$ cat src/rtl/dec_pkg.sv
// Shared definitions for the decoder/scanner block: FSM state encoding,
// mode constants and the dwell counter sizing helper.
package dec_pkg;

    typedef enum logic [1:0] {
        IDLE   = 2'd0,
        DIRECT = 2'd1,
        SCAN   = 2'd2
    } dec_state_t;

    localparam logic MODE_DIRECT = 1'b0;
    localparam logic MODE_SCAN   = 1'b1;

    // Width of a counter that must hold 0..dwell-1; never narrower than 1 bit.
    function automatic int dwell_cnt_width(input int dwell);
        if (dwell <= 1) begin
            return 1;
        end else begin
            return $clog2(dwell);
        end
    endfunction

endpackage

$ cat src/rtl/dec_onehot.sv
// Combinational N-to-2^N one-hot decoder with enable; all zeros when disabled.
module dec_onehot #(
    parameter int N = 2
) (
    input  logic [N-1:0]        sel,
    input  logic                en,
    output logic [(1<<N)-1:0]   y
);

    // Raise exactly the selected bit when enabled, otherwise drive all zeros.
    always_comb begin
        y = {(1<<N){1'b0}};
        if (en) begin
            y[sel] = 1'b1;
        end else begin
            y = {(1<<N){1'b0}};
        end
    end

endmodule

$ cat src/rtl/dec_scan.sv
// One-hot decoder with a direct-select mode and a self-advancing scan mode.
// All outputs come straight from flops; the next one-hot value is decoded
// from the next index so y always matches idx in the same cycle.
module dec_scan #(
    parameter int N     = 2,
    parameter int DWELL = 1
) (
    input  logic                clk,
    input  logic                rst,
    input  logic                en,
    input  logic                mode,
    input  logic [N-1:0]        sel,
    input  logic                load,
    output logic [(1<<N)-1:0]   y,
    output logic [N-1:0]        idx,
    output logic                wrap
);

    import dec_pkg::*;

    localparam int             CW       = dwell_cnt_width(DWELL);
    localparam logic [CW-1:0]  CNT_LAST = CW'(DWELL - 1);
    localparam logic [N-1:0]   IDX_LAST = {N{1'b1}};

    dec_state_t             state_r;
    dec_state_t             state_next;
    logic [(1<<N)-1:0]      y_r;
    logic [(1<<N)-1:0]      y_next;
    logic [N-1:0]           idx_r;
    logic [N-1:0]           idx_next;
    logic [CW-1:0]          cnt_r;
    logic [CW-1:0]          cnt_next;
    logic                   wrap_r;
    logic                   wrap_next;

    // Next-state and datapath: idle holds index and dwell, direct follows sel,
    // scan loads (with priority) or advances after DWELL cycles.
    always_comb begin
        state_next = IDLE;
        idx_next   = idx_r;
        cnt_next   = cnt_r;
        wrap_next  = 1'b0;
        if (!en) begin
            state_next = IDLE;
        end else if (mode == MODE_DIRECT) begin
            state_next = DIRECT;
            idx_next   = sel;
        end else begin
            state_next = SCAN;
            if (load) begin
                idx_next = sel;
                cnt_next = {CW{1'b0}};
            end else if (cnt_r == CNT_LAST) begin
                idx_next  = idx_r + N'(1);
                cnt_next  = {CW{1'b0}};
                wrap_next = (idx_r == IDX_LAST);
            end else begin
                cnt_next = cnt_r + CW'(1);
            end
        end
    end

    dec_onehot #(
        .N (N)
    ) u_onehot (
        .sel (idx_next),
        .en  (en),
        .y   (y_next)
    );

    // State and output registers; an illegal state encoding falls back to a
    // cleared IDLE just like reset.
    always_ff @(posedge clk) begin
        if (rst) begin
            state_r <= IDLE;
            y_r     <= {(1<<N){1'b0}};
            idx_r   <= {N{1'b0}};
            cnt_r   <= {CW{1'b0}};
            wrap_r  <= 1'b0;
        end else begin
            case (state_r)
                IDLE, DIRECT, SCAN: begin
                    state_r <= state_next;
                    y_r     <= y_next;
                    idx_r   <= idx_next;
                    cnt_r   <= cnt_next;
                    wrap_r  <= wrap_next;
                end
                default: begin
                    state_r <= IDLE;
                    y_r     <= {(1<<N){1'b0}};
                    idx_r   <= {N{1'b0}};
                    cnt_r   <= {CW{1'b0}};
                    wrap_r  <= 1'b0;
                end
            endcase
        end
    end

    assign y    = y_r;
    assign idx  = idx_r;
    assign wrap = wrap_r;

endmodule

$ cat config.mk
export PLATFORM = sky130hd
export DESIGN_NAME = dec_scan
export DESIGN_NICKNAME = d
export VERILOG_FILES = /design/src/rtl/dec_pkg.sv /design/src/rtl/dec_onehot.sv /design/src/rtl/dec_scan.sv
export SDC_FILE = /design/constraint.sdc
export NUM_CORES = 1
export LEC_CHECK = 0
export ABC_AREA = 1
export BUFFER_PORTS_ARGS = -buffer_cell sky130_fd_sc_hd__buf_2
export CELL_PAD_IN_SITES_DETAIL_PLACEMENT = 0
export CELL_PAD_IN_SITES_GLOBAL_PLACEMENT = 1
export CORE_AREA = 2 2 39 41
export CTS_BUF_LIST = sky130_fd_sc_hd__clkbuf_8
export DETAILED_ROUTE_END_ITERATION = 8
export DIE_AREA = 0 0 41 43
export PLACE_DENSITY_LB_ADDON = 0.1
export SLEW_MARGIN = 20
export SYNTH_ARGS = -nofsm -noshare
export SYNTH_HDL_FRONTEND = slang
export SYNTH_HIERARCHICAL = 1
export SYNTH_SLANG_ARGS = --single-unit
$ cat constraint.sdc
create_clock -name clk -period 1.5 [get_ports clk]
set_input_delay 0.3 -clock clk [delete_from_list [all_inputs] [get_ports clk]]
set_output_delay 0.3 -clock clk [all_outputs]
set_load 0.03 [all_outputs]
==> impl_results.md <==
* Status: completed
* CTS tree: done
* Vias in the first global route at 301
* Hold Violations, Final at 0
* Flops & latches, synth at 9
* Largest net degree at the start of global routing at 8
* Synth-to-Final Area Change at 34.3%
* Hold buffers post-CTS at 0
* Startpoint types: flop
* Via total after detailed routing at 331
* Critical path's slowest cell: dfxtp_1
* Internal Power at 455 uW
* Slew @ Worst Pin at 0.219 ns
* Layout Skew at 0.000973 ns
* Max stage delay on crit path at 0.33 ns
* Port Buf Inserts at 13
* Wire length per cell at 8.29 um
* Num ports at 14
* Power share of the clock group at 44.4%
* Fin nets at 77
* Clock root buffer: clkbuf_8
* Maximum vdd drop at 514 uV
* Die Span Y at 43 um
* Reg2Reg Setup Slack at 0.24 ns
* Fmax at 795 MHz
* Net Sw Power at 146 uW
* Final worst path period share at 83.9%
* Setup crit start: idx[0]
* Post-synth net total at 59
* Met2 Track Usage GR at 14.4%
* CTS Buf Count at 3
* CP Capture Type: flop
* Slew Limit Fails at 0
* Synth top cells by count: 12 x inv_1, 11 x nor2_1, 9 x dfxtp_1, 8 x nand2_1, 3 x nand3_1
* Yosys cell types at 11
* First-pass GRT wire length at 1210 um
* Row cnt at 14
* Met3 Use GR at 7.85%
* Worst-path cell chain: ha_1 -> nand3_1 -> nand3_1 -> nand2_1 -> inv_1 -> inv_1 -> nor2_1 -> inv_1 -> nor2_1
* Hold crit path type: input pin to flop
* Hold Startpoint: mode
* Final setup violating endpoints at 0
* Clock Tree Buf Depth at 2
* Flop pwr share at 42.4%
* WS Path Type: flop to flop
* Leakage at 0.283 nW
* TNS Setup at 0 ns
* Die area at 0.00176 mm2
* Drt total wl at 696 um
* Headroom to the max-slew limit at 85.4%
* Max Cap Violations at 0
* Gr ovfl total at 0
* Post-Syn Area at 379 um2
* Shortest period the worst path allows at 1.26 ns
* Share of cells above drive strength 1 at 30.9%
* CP arrival at 1.42 ns
* Top FF cell, synth: dfxtp_1
* Postcts setup bufs at 0
* Syn. warnings at 6
* Comb power frac at 13.1%
* # H-tree levels at 1
* GRT Total Usage at 11.2%
* CP most frequent cell: inv_1
* PD cells at 1180 mW/mm2
* R2R Path Start: idx[0]
* DP HPWL at 554 um
* Pre-antenna DRT Iters at 2
* Vias/cell at 3.94
* Clock-pin slew on the worst setup and hold paths at 0.04 ns
* Fraction of registers with async set/reset at 0%
* Antenna diodes at 0
* RSZ-0062 raised after global routing: no
* DP Area at 464 um2
* Top cells by area, synth: dfxtp_1 48%, inv_1 12%, nor2_1 11%
* Post-synth EDFFs at 0
* Routability congestion estimate from global placement at 0.649
* Iter 0 DRT Violations at 4
* Area of the core at 0.00138 mm2
* Switch share at 24.3%
* Max FO, Critical Path at 4
* Top cell type's share of synthesized area at 47.5%
* Clock Sinks at 9
* Post_cts resized at 0
* Seq/Total Area, Yosys at 47.5%
* Initial antenna violation count at 0
* Chip width at 41 um
* Post-DRT Antenna Nets at 0
* Most frequent cell after synthesis: inv_1
* Worst path required time at 1.67 ns
* DRC Markers at 0
* Clock Latency Late Sink at 0.23 ns
* Syn Area/Cell at 7.43 um2
* Most Crowded Layer GR: met2
* Met1 Use GR at 12.3%
* Fin area at 509 um2
* Leading area contributor after synthesis: dfxtp_1
* Syn Inst Count at 51
* Initial Util at 27.4%
path summary, 6_finish.rpt:
kind,endpoint,cells past startpoint
worst max-delay path,y[3],9
worst min-delay path,state_r[0],2
worst max register to register,y[3],9
worst min register to register,state_r[0],3
cells in the final DEF, fill, tap and decap left out:
master,n
inv_1,13
buf_2,13
nor2_1,11
dfxtp_1,9
nand2_1,8
nand3_1,3
clkbuf_8,3
nand2_2,2
nand3_2,2
or2_1,1
a21oi_2,1
nor3b_1,1
ha_1,1
critical path: cells and delay by family (launching register included):
kind          cells  cell delay, ns
fa+ha+maj         1            0.28
buf+inv           3            0.19
simple gates      5            0.40
flops             1            0.33
layout make-up:
| cell class | count | area, um2 |
|---|---|---|
| Inverter | 12 | 45.0 |
| Clock inverter | 1 | 3.75 |
| Timing Repair Buffer | 13 | 65.1 |
| Sequential cell | 9 | 180 |
| Tap cell | 16 | 20.0 |
| Clock buffer | 3 | 41.3 |
| Fill cell | 155 | 875 |
| Multi-Input combinational cell | 30 | 154 |
power by group through the flow:
stage	Clock [mW]	Sequential (mW)	Combinational [mW]
6_report	0.267	0.255	0.0790
5_1_grt	0.303	0.256	0.0905
4_1_cts	0.281	0.255	0.0808
3_5_place_dp	0	0.259	0.0808
3_3_place_gp	0	0.259	0.0805
2_1_floorplan	0	0.275	0.0382
state kept, by name, summed over array words and instances, names as in the netlist:
signal / cells
y: 4
idx: 2
state_r: 2
wrap: 1
cell families after synthesis:
| family | share of synthesized area [%] |
|---|---|
| and+or+nand+nor | 35.0 |
| AOI/OAI and AO/OA | 2.31 |
| buffers and inverters | 11.9 |
| DFF | 47.5 |
| adders and majority gates | 3.30 |
metal layers:
layer  vias to the layer above  part of all wire [%]
met3                         0                   7.6
met4                         0                     0
met1                       136                    45
met5                         -                     0
met2                        13                    48
li1                        182                     -
stage by stage:
step | setup slack (ns) | utilization, % | power (mW) | cells | hold WS [ns]
finish | 0.242 | 36.8 | 0.601 | 84 | 0.305
global route | 0.0895 | 36.8 | 0.649 | 84 | 0.305
CTS | 0.225 | 36.8 | 0.617 | 84 | 0.301
detailed placement | 0.236 | 33.5 | 0.340 | 80 | 0.535
global placement | 0.237 | 33.5 | 0.340 | 80 | 0.535
floorplan | 0.144 | - | 0.313 | 51 | 0.372
Note: power is estimated with default switching activity, not from simulation.
